<file path="config.mk">
export PLATFORM = sky130hd
export DESIGN_NAME = fp_demux_dispatch
export DESIGN_NICKNAME = d
export VERILOG_FILES = /design/src/rtl/fp_demux_dispatch.sv
export SDC_FILE = /design/constraint.sdc
export NUM_CORES = 1
export LEC_CHECK = 0
export CORE_MARGIN = 5
export CORE_UTILIZATION = 45
export DETAILED_ROUTE_END_ITERATION = 16
export PLACE_DENSITY = 0.81
export SYNTH_ARGS = -nofsm -noshare
export SYNTH_HDL_FRONTEND = slang
export SYNTH_SLANG_ARGS = --single-unit
</file>
<file path="constraint.sdc">
create_clock -name clk -period 3.45 [get_ports clk]
set_clock_uncertainty 0.05 [all_clocks]
set_input_delay 0.8625 -clock clk [delete_from_list [all_inputs] [get_ports clk]]
set_output_delay 0.8625 -clock clk [all_outputs]
set_load 0.005 [all_outputs]
</file>
<file path="src/rtl/fp_demux_dispatch.sv">
// Purpose : 1-to-2 dispatcher routing an IEEE-754 single word stream to one of two FP units by select s.
// Latency : 1 cycle from accepting edge to outk_valid/outk_data; per-output one-entry register slice.
// Backpres: in_ready depends only on the selected slot (empty or draining this cycle); slots stall independently.
// Optional: define FP_DISPATCH_NAN_FILTER_EN to discard NaN words (nan_drop pulses); default build forwards NaNs.

module fp_demux_dispatch #(
    parameter int WIDTH = 32,
    parameter int CNT_W = 8
) (
    input  logic             clk,
    input  logic             rst_n,

    input  logic             in_valid,
    output logic             in_ready,
    input  logic [WIDTH-1:0] in_data,
    input  logic             s,

    output logic             out0_valid,
    input  logic             out0_ready,
    output logic [WIDTH-1:0] out0_data,

    output logic             out1_valid,
    input  logic             out1_ready,
    output logic [WIDTH-1:0] out1_data,

    output logic [CNT_W-1:0] cnt0,
    output logic [CNT_W-1:0] cnt1,
    output logic             busy,
    output logic             nan_drop
);

    // Each output slot is either holding a word for its unit or idle.
    typedef enum logic {
        SLOT_EMPTY = 1'b0,
        SLOT_FULL  = 1'b1
    } slot_state_e;

    slot_state_e      slot0_state_q, slot0_state_d;
    slot_state_e      slot1_state_q, slot1_state_d;
    logic [WIDTH-1:0] slot0_data_q,  slot0_data_d;
    logic [WIDTH-1:0] slot1_data_q,  slot1_data_d;
    logic [CNT_W-1:0] cnt0_q,        cnt0_d;
    logic [CNT_W-1:0] cnt1_q,        cnt1_d;

    logic in_nan;
    logic drain0;
    logic drain1;
    logic slot0_rdy;
    logic slot1_rdy;
    logic accept;
    logic load0;
    logic load1;

    // NaN classification: all-ones exponent with a non-zero mantissa. Infinities pass.
`ifdef FP_DISPATCH_NAN_FILTER_EN
    always_comb begin
        in_nan = (in_data[30:23] == 8'hFF) && (in_data[22:0] != 23'd0);
    end
`else
    always_comb begin
        in_nan = 1'b0;
    end
`endif

    // Handshake decode: a slot can take a word if it is empty or is being drained this cycle.
    // A filtered NaN is swallowed without touching any slot, so it never has to wait.
    always_comb begin
        drain0    = (slot0_state_q == SLOT_FULL) && out0_ready;
        drain1    = (slot1_state_q == SLOT_FULL) && out1_ready;
        slot0_rdy = (slot0_state_q == SLOT_EMPTY) || drain0;
        slot1_rdy = (slot1_state_q == SLOT_EMPTY) || drain1;
        in_ready  = in_nan || (s ? slot1_rdy : slot0_rdy);
        accept    = in_valid && in_ready;
        load0     = accept && !in_nan && !s;
        load1     = accept && !in_nan &&  s;
    end

    // Slot 0 next state: load wins over drain so a simultaneous drain+load keeps the slot full.
    always_comb begin
        slot0_state_d = slot0_state_q;
        slot0_data_d  = slot0_data_q;
        case (slot0_state_q)
            SLOT_EMPTY: begin
                if (load0) begin
                    slot0_state_d = SLOT_FULL;
                    slot0_data_d  = in_data;
                end
            end
            SLOT_FULL: begin
                if (load0) begin
                    slot0_data_d  = in_data;
                end else if (drain0) begin
                    slot0_state_d = SLOT_EMPTY;
                end
            end
            default: begin
                slot0_state_d = SLOT_EMPTY;
            end
        endcase
    end

    // Slot 1 next state: same rules as slot 0, fully independent of it.
    always_comb begin
        slot1_state_d = slot1_state_q;
        slot1_data_d  = slot1_data_q;
        case (slot1_state_q)
            SLOT_EMPTY: begin
                if (load1) begin
                    slot1_state_d = SLOT_FULL;
                    slot1_data_d  = in_data;
                end
            end
            SLOT_FULL: begin
                if (load1) begin
                    slot1_data_d  = in_data;
                end else if (drain1) begin
                    slot1_state_d = SLOT_EMPTY;
                end
            end
            default: begin
                slot1_state_d = SLOT_EMPTY;
            end
        endcase
    end

    // Completed-transfer counters; they wrap naturally at 2^CNT_W.
    always_comb begin
        cnt0_d = cnt0_q + {{(CNT_W-1){1'b0}}, drain0};
        cnt1_d = cnt1_q + {{(CNT_W-1){1'b0}}, drain1};
    end

    // Slot and counter registers; reset discards any held words immediately.
    always_ff @(posedge clk or negedge rst_n) begin
        if (!rst_n) begin
            slot0_state_q <= SLOT_EMPTY;
            slot1_state_q <= SLOT_EMPTY;
            slot0_data_q  <= '0;
            slot1_data_q  <= '0;
            cnt0_q        <= '0;
            cnt1_q        <= '0;
        end else begin
            slot0_state_q <= slot0_state_d;
            slot1_state_q <= slot1_state_d;
            slot0_data_q  <= slot0_data_d;
            slot1_data_q  <= slot1_data_d;
            cnt0_q        <= cnt0_d;
            cnt1_q        <= cnt1_d;
        end
    end

`ifdef FP_DISPATCH_NAN_FILTER_EN
    logic nan_drop_q, nan_drop_d;

    // One-cycle pulse after the edge that swallowed a NaN.
    always_comb begin
        nan_drop_d = accept && in_nan;
    end

    // NaN drop pulse register.
    always_ff @(posedge clk or negedge rst_n) begin
        if (!rst_n) begin
            nan_drop_q <= 1'b0;
        end else begin
            nan_drop_q <= nan_drop_d;
        end
    end

    assign nan_drop = nan_drop_q;
`else
    assign nan_drop = 1'b0;
`endif

    assign out0_valid = (slot0_state_q == SLOT_FULL);
    assign out1_valid = (slot1_state_q == SLOT_FULL);
    assign out0_data  = slot0_data_q;
    assign out1_data  = slot1_data_q;
    assign cnt0       = cnt0_q;
    assign cnt1       = cnt1_q;
    assign busy       = out0_valid || out1_valid;

endmodule

</file>
Word-level counts from Yosys, hierarchy flattened --
Index checks and enable logic that the tools add are counted.
Operators by class: add/sub/neg operators 2, mux-type cells 11, bitwise gates (word level) 2, reduce and logical (&&, ||, !) cells 9
Operator list (number):
- 32-bit 2-to-1 mux | 2
- 8-bit by 1-bit adder with 8-bit output | 2
- 1-bit 2-to-1 mux | 7
- 1-bit logical AND | 5
- 1-bit case mux with 2 select lines | 2
- 1-bit logical OR | 3
- 1-bit NOT | 2
- 1-bit zero test | 1
Storage, ports and cells: register bits 82, input port bits 38, output and inout port bits 85, word-level logic and storage cells 30

Longest topological paths before layout --
Gate-level depths: netlist (run 1).
depth in word-level cells 7, mapped depth 5, gate-level depth less buffers 5

Worst setup path after synthesis (run 1) --
No wires, ideal clock.
path kind input-to-output, from input out0_ready, to output in_ready, data arrival time 1.324 ns, required time 2.538 ns, slack 1.214 ns, cell stages on the path 2, path buffers 0, cell sequence nand2b_2 mux2_2
On the way: longest elaborated chain between the ends 3
Ends and longest elaborated chain:
- from (decl) | RTL line 19 | input logic out0_ready,
- 1-bit logical AND | RTL line 68 | drain0 = (slot0_state_q == SLOT_FULL) && out0_ready;
- 1-bit logical OR | RTL line 70 | slot0_rdy = (slot0_state_q == SLOT_EMPTY) || drain0;
- 1-bit 2-to-1 mux | RTL line 72 | in_ready = in_nan || (s ? slot1_rdy : slot0_rdy);
- to (decl) | RTL line 14 | output logic in_ready,
Every way passes these cells.

Final worst setup path (run 1) --
Ends and elaborated chain as after synthesis.

==> results of run 1 <==
[how the worst max path moves through the flow]
| stage | end | startpoint | slack [ns] | cells past startpoint |
|---|---|---|---|---|
| 2_1_floorplan | in_ready | out0_ready | 1.21 | 2 |
| 5_1_grt | in_ready | out0_ready | 0.28 | 4 |
| 3_3_place_gp | in_ready | out0_ready | 0.34 | 4 |
| 3_5_place_dp | in_ready | out0_ready | 0.34 | 4 |
| 6_report | in_ready | out0_ready | 0.32 | 4 |
| 4_1_cts | in_ready | out0_ready | 0.33 | 4 |
[flip-flops by register name (all words and copies together) (netlist names)]
name,count
cnt1,8
out1_data,32
out1_valid,1
out0_valid,1
cnt0,8
out0_data,32
[kinds of logic (layout without fill, tap and decap cells)]
family,after synthesis,count (layout)
flops,82,82
fa+ha+maj,4,4
other cells,1,1
xor+xnor,12,12
simple gates,24,24
buf+inv,8,138
mux,65,65
[cell type report]
cell class                      instances  area, µm²
Clock buffer                            9        124
Clock inverter                          7       76.3
Fill cell                             543       2440
Multi-Input combinational cell        106       1170
Sequential cell                        82       2050
Tap cell                               99        124
Timing Repair Buffer                  122       1230
[layer usage]
layer | vias to the layer above | routed length, µm
met5 | - | 0
met2 | 70 | 3520
met3 | 8 | 554
met1 | 1014 | 2760
met4 | 0 | 79
li1 | 929 | -
[cells in the mapped netlist, types with 2 or more instances]
library cell | n | area [µm²]
and3_1 | 4 | 25.0
buf_12 | 3 | 60.1
buf_4 | 4 | 30.0
dfrtp_1 | 82 | 2050
ha_1 | 4 | 50.1
mux2_2 | 34 | 383
mux2_4 | 30 | 450
nand2_1 | 3 | 11.3
nand3_1 | 10 | 50.1
xnor2_1 | 10 | 87.6
xor2_1 | 2 | 17.5
[through the flow]
stage | util [%] | std cells
after floorplan | - | 196
after global placement | 63.4 | 409
after detailed placement | 63.4 | 409
after CTS | 66.1 | 425
after global routing | 66.1 | 425
final | 66.1 | 425
[power groups by stage]
stage | logic [W] | clock network [W] | registers (W)
finish | 0.000778 | 0.000687 | 0.00130
global route | 0.000839 | 0.000759 | 0.00133
CTS | 0.000795 | 0.000714 | 0.00130
detailed placement | 0.000792 | 0 | 0.00132
global placement | 0.000774 | 0 | 0.00131
floorplan | 0.000256 | 0 | 0.00132
[worst max-delay path: stages]
cell and delay [ns]:
clkdlybuf4s50_1 0.41, nand2b_2 0.22, mux2_2 0.28, clkdlybuf4s50_1 0.45
==> summary.md, run 1 <==
| Metric | Value |
|---|---|
| Status | finished clean |
| Largest net degree at the start of global routing | 83 |
| Clk Latency, worst-skew pair | 0.33 ns |
| Via Count | 2021 |
| Netlist cell types | 21 |
| TritonCTS clock tree | done |
| Placed cell area | 4570 µm² |
| Post-Syn Area | 3320 µm² |
| Syn avg cell area | 16.9 µm² |
| IO Pins | 123 |
| Synth Area in XOR/XNOR | 3.17% |
| Final Max Slew Viols | 0 |
| R2r endpoint | out0_data[11] |
| GPL Wtd Cong | 0.707 |
| Relative slew slack | 33.5% |
| Sequential element share of the synthesized area | 61.8% |
| Chip height | 95.9 µm |
| Final #Nets | 363 |
| Clock Power Share | 24.9% |
| Hold crit path type | flip-flop to flip-flop |
| Total track usage | 16.0% |
| DRC | 0 |
| Worst endpoint data arrival time | 2.22 ns |
| WHS Path Cells | 1 |
| Post-Synth Simple-Gate Area | 4.90% |
| GRT overflow | 0 |
| Gate Count Post-Synth | 196 |
| Setup_tns | 0 ns |
| Cts-stage hold buffer count | 0 |
| Post-CTS sizing | 0 |
| Ys flop type | dfrtp_1 |
| N_diodes | 0 |
| H-tree levels | 3 |
| Gate power share | 28.1% |
| Reg power frac | 47.0% |
| CTS Sinks | 82 |
| Port bufs | 121 |
| Main combinational cell family by area after synthesis | multiplexers |
| Root Driver | clkbuf_8 |
| CP Capture Type | output pin |
| DP HPWL | 4990 µm |
| Critical Path RT | 2.54 ns |
| DRT Wirelength | 6910 µm |
| Grt peak-use layer | met2 |
| Power per cell area | 579 nW/µm² |
| Setup Crit Path Kind | input port to output pin |
| Die Span X | 95.9 µm |
| GRT met3 Usage | 5.08% |
| Worst R2R Path Depth | 3 |
| Die area | 9190 µm² |
| Reg2Reg Launch Point | out0_valid |
| VDD IR max | 0.272 mV |
| Final instance area | 4770 µm² |
| Ys Warns | 0 |
| FF+latch count, synth | 82 |
| Final worst-path cycle share | 90.7% |
| Hold path start | cnt0[7] |
| Post-synth EDFFs | 0 |
| Highest clock rate | 320 MHz |
| Hold Crit Endpoint | cnt0[7] |
| Grt met1 use | 19.5% |
| Post-synthesis mux area share | 25.4% |
| First-pass GRT wire length | 11100 µm |
| Vias per cell | 4.76 |
| Core ar. | 7210 µm² |
| Layout cells sized above 1 | 27.0% |
| Max-cap violations | 0 |
| Int Pwr | 0.00205 W |
| Period minus WS final | 3.13 ns |
| Commonest non-fill, non-tap cells in the layout | 120 x clkdlybuf4s50_1, 82 x dfrtp_1, 34 x mux2_2 |
| Num rows | 31 |
| R2R setup slack | 1.84 ns |
| Layout area overhead | 43.7% |
| DP Worst Slack | 0.338 ns |
| Vias in the first global route | 2166 |
| Antenna Nets Post-Route | 0 |
| Detailed Routing Iterations Pass 1 | 4 |
| Setup Fix Bufs, Post-CTS | 0 |
| RSZ-0062 raised after global routing | no |
| WL per Instance | 16.3 µm |
| Count of final hold-check violations | 0 |
| Total power | 0.00276 W |
| CP startpoint kind | input port |
| Lkg Pwr | 2.08 nW |
| Switching power | 0.000712 W |
| Commonest non-fill, non-tap cell in the layout | clkdlybuf4s50_1 |
| Starting density of the core | 46.0% |
| Final Setup Violations | 0 |
| Clk buf depth | 2 |
| Compound-Gate Fraction of Synth Area | 0% |
| Post-synthesis adder-cell area fraction | 1.51% |
| Mapped Nets | 238 |
| Initial detailed-routing violation count | 46 |
| Met2 Usage GRT | 26.3% |
| Setup WS post-layout | 0.322 ns |
| Worst-margin pin slew | 0.997 ns |
| Sw Ratio | 25.8% |
| Clock slew at reported path FFs | 0.08 ns |
| Async S/R FF share, synth | 100% |
| Critical path peak fanout | 3 |
| Initial antenna violation count | 0 |
| WHS | 0.423 ns |
| Num CTS Buffers | 9 |
No activity file was read; power rests on OpenSTA's default activity.
==> run 2: changes to the inputs <==
- HOLD_SLACK_MARGIN: not set -> 0.1
- clock period: 3.45 -> 3.8 ns (I/O delays scaled with it)
==> run 2 against run 1 <==
  * Clock power down 13%
  * Global-route usage down 0.44 points
  * First-iteration DRC count up 20%
  * Worst setup slack better by 0.18 ns
  * Worst hold slack better by 0.0052 ns
  * Sequential cell count unchanged
  * Critical path type unchanged
  * Critical endpoint unchanged
==> summary.md, run 2 (synthesized netlist as in run 1, its figures left out) <==
| Metric | Value |
|---|---|
| Num rows | 31 |
| Filler instances | 530 |
| Power per cell area | 523 nW/µm² |
| WL per Instance | 16.3 µm |
| Final #Nets | 363 |
| Root Driver | clkbuf_8 |
| Slowest CP cell | clkdlybuf4s50_1 |
| Clk Latency, worst-skew pair | 0.33 ns |
| CP top delay family | buffers and inverters |
| CP startpoint kind | input port |
| DRC | 0 |
| Met3 wire len | 501 µm |
| Lkg Pwr | 2.07 nW |
| Layout cells sized above 1 | 26.2% |
| Most frequent CP cell | clkdlybuf4s50_1 |
| Chip height | 95.9 µm |
| Max-cap violations | 0 |
| Period minus WS final | 3.30 ns |
| DRT Wirelength | 6910 µm |
| Initial detailed-routing violation count | 55 |
| GPL Wtd Cong | 0.703 |
| Num CTS Buffers | 9 |
| Final instance area | 4740 µm² |
| Critical path peak fanout | 3 |
| Clk buf depth | 2 |
| Initial antenna violation count | 0 |
| Cts-stage hold buffer count | 0 |
| DP HPWL | 4960 µm |
| CP Capture Type | output pin |
| Setup_tns | 0 ns |
| Largest net degree at the start of global routing | 83 |
| Starting density of the core | 46.0% |
| Core ar. | 7210 µm² |
| GRT overflow | 0 |
| CP cell instances | clkdlybuf4s50_1 -> nand2b_2 -> mux2_2 -> clkdlybuf4s50_1 |
| Port bufs | 121 |
| Die area | 9190 µm² |
| VDD IR max | 0.254 mV |
| Top sig layer | met4 |
| WHS | 0.429 ns |
| Setup Crit Path Kind | input port to output pin |
| Total track usage | 15.6% |
| Status | finished clean |
| FF/Latch Area | 2050 µm² |
| TritonCTS clock tree | done |
| Clock slew at reported path FFs | 0.07 ns |
| IO Pins | 123 |
| Highest clock rate | 303 MHz |
| Multi-input logic area | 1170 µm² |
| Die Span X | 95.9 µm |
| Vias in the first global route | 2112 |
| Detailed Routing Iterations Pass 1 | 4 |
| Layout area overhead | 42.9% |
| N_diodes | 0 |
| Relative slew slack | 33.5% |
| Commonest non-fill, non-tap cell in the layout | clkdlybuf4s50_1 |
| Post-CTS sizing | 0 |
| M1 wire length | 2910 µm |
| Count of final hold-check violations | 0 |
| Setup Fix Bufs, Post-CTS | 0 |
| Crit-path max cell delay | 0.45 ns |
| RSZ-0062 raised after global routing | no |
| Placed cell area | 4560 µm² |
| H-tree levels | 3 |
| First-pass GRT wire length | 10900 µm |
| CTS Sinks | 82 |
| Via Count | 1999 |
| Hold crit path type | flip-flop to flip-flop |
| Antenna Nets Post-Route | 0 |
| Critical Path RT | 2.80 ns |
| Final worst-path cycle share | 86.8% |
| Metal2 WL | 3440 µm |
| Layout Utilization | 65.7% |
| Commonest non-fill, non-tap cells in the layout | 120 x clkdlybuf4s50_1, 82 x dfrtp_1, 34 x mux2_2 |
| Worst endpoint data arrival time | 2.30 ns |
| Final Setup Violations | 0 |
| Worst-margin pin slew | 0.997 ns |
| Final Max Slew Viols | 0 |
| Bufs and invs on worst path | 2 |
| Vias per cell | 4.71 |
run 2: power breakdown:
group	leakage (nW)	total, W	internal (W)	switching (W)
clock network	0.0962	0.000600	0.000317	0.000283
logic	0.993	0.000704	0.000500	0.000204
registers	0.983	0.00118	0.00105	0.000124
total	2.07	0.00248	0.00187	0.000611
run 2: worst paths after layout:
kind / from / to / slack, ns / cells past startpoint
worst max-delay path: out0_ready / in_ready / 0.50 / 4
worst min-delay path: cnt0[7] / cnt0[7] / 0.43 / 1
worst max register to register: out1_valid / out1_data[0] / 2.07 / 4
worst min register to register: cnt0[7] / cnt0[7] / 0.43 / 1
max in group asynchronous: rst_n / out1_data[31] / 2.33 / 1
min in group asynchronous: rst_n / cnt0[3] / 0.74 / 1
run 2: layout make-up:
type / count / share of cell area [%]
flip-flops and latches: 82 / 43.3
multi-input cells: 106 / 24.6
repair buffers: 122 / 25.6
well taps: 99 / 2.61
clock inverters: 3 / 0.844
clock buffers: 12 / 3.06
run 2: worst reg2reg max path, stage by stage (launching register included):
cell      delay [ns]
dfrtp_1         0.42
nand2b_4        0.09
nor2b_4         0.12
buf_4           0.50
mux2_2          0.44
run 2: stage by stage:
stage	total power, W	instances	setup WS [ns]
finish	0.00248	424	0.502
global placement	0.00189	409	0.520
global route	0.00262	424	0.474
floorplan	0.00143	196	1.39
detailed placement	0.00191	409	0.497
CTS	0.00252	424	0.494
run 2: per-layer routing:
layer	vias to the layer above	track usage, %
li1	928	-
met3	4	5.00
met2	76	24.7
met5	-	0
met1	991	19.6
met4	0	6.64
==> run 3: changes to the inputs <==
- ABC_CLOCK_PERIOD_IN_PS: not set -> 3800
- CELL_PAD_IN_SITES_DETAIL_PLACEMENT: not set -> 0
- CELL_PAD_IN_SITES_GLOBAL_PLACEMENT: not set -> 1
- CORE_UTILIZATION: 45 -> 38
- PLACE_DENSITY: 0.81 -> not set
- PLACE_DENSITY_LB_ADDON: not set -> 0.1
- SETUP_SLACK_MARGIN: not set -> 0.15
==> run 3 against run 2 <==
  * Fmax hardly changed
  * Clock power grew 7.3%
  * Sequential share of layout area decreased by 0.35 points
  * Cell count increased by 2.6%
  * Count of clock-buffer cells in the layout unchanged
  * Core utilization shrank 10 points
  * Via count up 0.95%
  * Critical path type unchanged
==> summary.md, run 3 (synthesized netlist as in run 1, its figures left out) <==
| Metric | Value |
|---|---|
| Final Max Slew Viols | 0 |
| Initial detailed-routing violation count | 34 |
| DRC | 0 |
| DP HPWL | 5080 µm |
| Vias in the first global route | 2159 |
| Setup Fix Bufs, Post-CTS | 0 |
| RSZ-0062 raised after global routing | no |
| VDD IR max | 0.256 mV |
| Via Count | 2018 |
| Power per cell area | 528 nW/µm² |
| R2r endpoint | out1_data[23] |
| Highest clock rate | 303 MHz |
| Relative slew slack | 31.2% |
| Initial antenna violation count | 0 |
| Cts-stage hold buffer count | 0 |
| Layout Utilization | 55.4% |
| Crit-path max cell delay | 0.44 ns |
| Antenna Nets Post-Route | 0 |
| Grt peak-use layer | met2 |
| Num rows | 34 |
| Layout cells sized above 1 | 26.9% |
| Most frequent CP cell | clkdlybuf4s50_1 |
| N_diodes | 0 |
| Post-CTS sizing | 0 |
| Clk buf depth | 2 |
| Multi-input logic area | 1170 µm² |
| Worst endpoint data arrival time | 2.30 ns |
| DRT Wirelength | 7200 µm |
| Hold crit path type | flip-flop to flip-flop |
| GPL Wtd Cong | 0.687 |
| CP startpoint kind | input port |
| Root Driver | clkbuf_8 |
| TritonCTS clock tree | done |
| Setup_tns | 0 ns |
| FF/Latch Area | 2050 µm² |
| R2R setup slack | 2.00 ns |
| GRT met3 Usage | 5.03% |
| Count of final hold-check violations | 0 |
| Max-cap violations | 0 |
| Commonest non-fill, non-tap cells in the layout | 120 x clkdlybuf4s50_1, 82 x dfrtp_1, 34 x mux2_2 |
| GRT overflow | 0 |
| Final Setup Violations | 0 |
| Status | finished clean |
| Port bufs | 121 |
| Critical path peak fanout | 3 |
| Critical Path RT | 2.80 ns |
| Total track usage | 13.9% |
| Reg2Reg Launch Point | out1_valid |
| Chip height | 103 µm |
| Die Span X | 103 µm |
| H-tree levels | 3 |
| Commonest non-fill, non-tap cell in the layout | clkdlybuf4s50_1 |
| Final #Nets | 364 |
| Worst-margin pin slew | 1.03 ns |
| Num CTS Buffers | 9 |
| WL per Instance | 16.5 µm |
| Starting density of the core | 38.4% |
| Lkg Pwr | 2.08 nW |
| Vias per cell | 4.64 |
| Setup Crit Path Kind | input port to output pin |
| Largest net degree at the start of global routing | 83 |
| Hold Crit Endpoint | cnt1[7] |
| Filler instances | 729 |
| Period minus WS final | 3.30 ns |
| Slowest CP cell | clkdlybuf4s50_1 |
| CP cell instances | clkdlybuf4s50_1 -> nand2b_2 -> mux2_2 -> clkdlybuf4s50_1 |
| Die area | 10700 µm² |
| Layout area overhead | 44.1% |
| First-pass GRT wire length | 11200 µm |
| Clock slew at reported path FFs | 0.08 ns |
| Core ar. | 8640 µm² |
| Met2 Usage GRT | 21.5% |
| CP Capture Type | output pin |
| Final worst-path cycle share | 86.8% |
| Grt met1 use | 17.7% |
| Worst R2R Path Depth | 4 |
| Detailed Routing Iterations Pass 1 | 4 |
| Clk Latency, worst-skew pair | 0.34 ns |
| Hold path start | cnt1[7] |
| CTS Sinks | 82 |
| WHS Path Cells | 1 |
| IO Pins | 123 |
## run 3: cell types whose count changed in the layout (fill, tap and decap cells not counted)
cell        before  now
clkbuf_1         2    1
clkinv_2         2    1
buf_4            2    3
clkinvlp_4       0    2
clkbuf_8        10   11
## run 3: final cells by class
class	count	area share (%)
tap	108	2.83
clock buffer	12	3.24
timing repair buffer	123	25.6
multi-input combinational	106	24.4
clock inverter	4	1.05
sequential	82	42.9
## run 3: how the worst max path moves through the flow
| stage | cells past startpoint | start | slack, ns | to |
|---|---|---|---|---|
| after floorplan | 2 | out0_ready | 1.39 | in_ready |
| after global placement | 4 | out0_ready | 0.51 | in_ready |
| after detailed placement | 4 | out0_ready | 0.49 | in_ready |
| after CTS | 4 | out0_ready | 0.49 | in_ready |
| after global routing | 4 | out0_ready | 0.46 | in_ready |
| final | 4 | out0_ready | 0.50 | in_ready |
## run 3: critical path: cells and delay by family
| family | cells | cell delay, ns |
|---|---|---|
| buf+inv | 2 | 0.86 |
| mux | 1 | 0.27 |
| simple gates | 1 | 0.22 |
## run 3: metrics by stage
stage | setup WS (ns) | hold slack (ns) | instance area, µm² | power (W) | std cells
after floorplan | 1.39 | 0.418 | 3320 | 0.00143 | 196
after global placement | 0.515 | 0.410 | 4580 | 0.00190 | 419
after detailed placement | 0.491 | 0.413 | 4580 | 0.00191 | 419
after CTS | 0.487 | 0.427 | 4780 | 0.00257 | 435
after global routing | 0.458 | 0.432 | 4780 | 0.00267 | 435
final | 0.500 | 0.423 | 4780 | 0.00252 | 435
## run 3: where the power goes
group,switching (W),internal [W]
registers,0.000123,0.00105
logic,0.000205,0.000501
clock network,0.000305,0.000339
total,0.000633,0.00189
## run 3: layer usage
metal / routed length (µm) / vias to the layer above
met5: 0 / -
met4: 112 / 0
met3: 648 / 10
met2: 3410 / 66
met1: 3030 / 1012
li1: - / 930
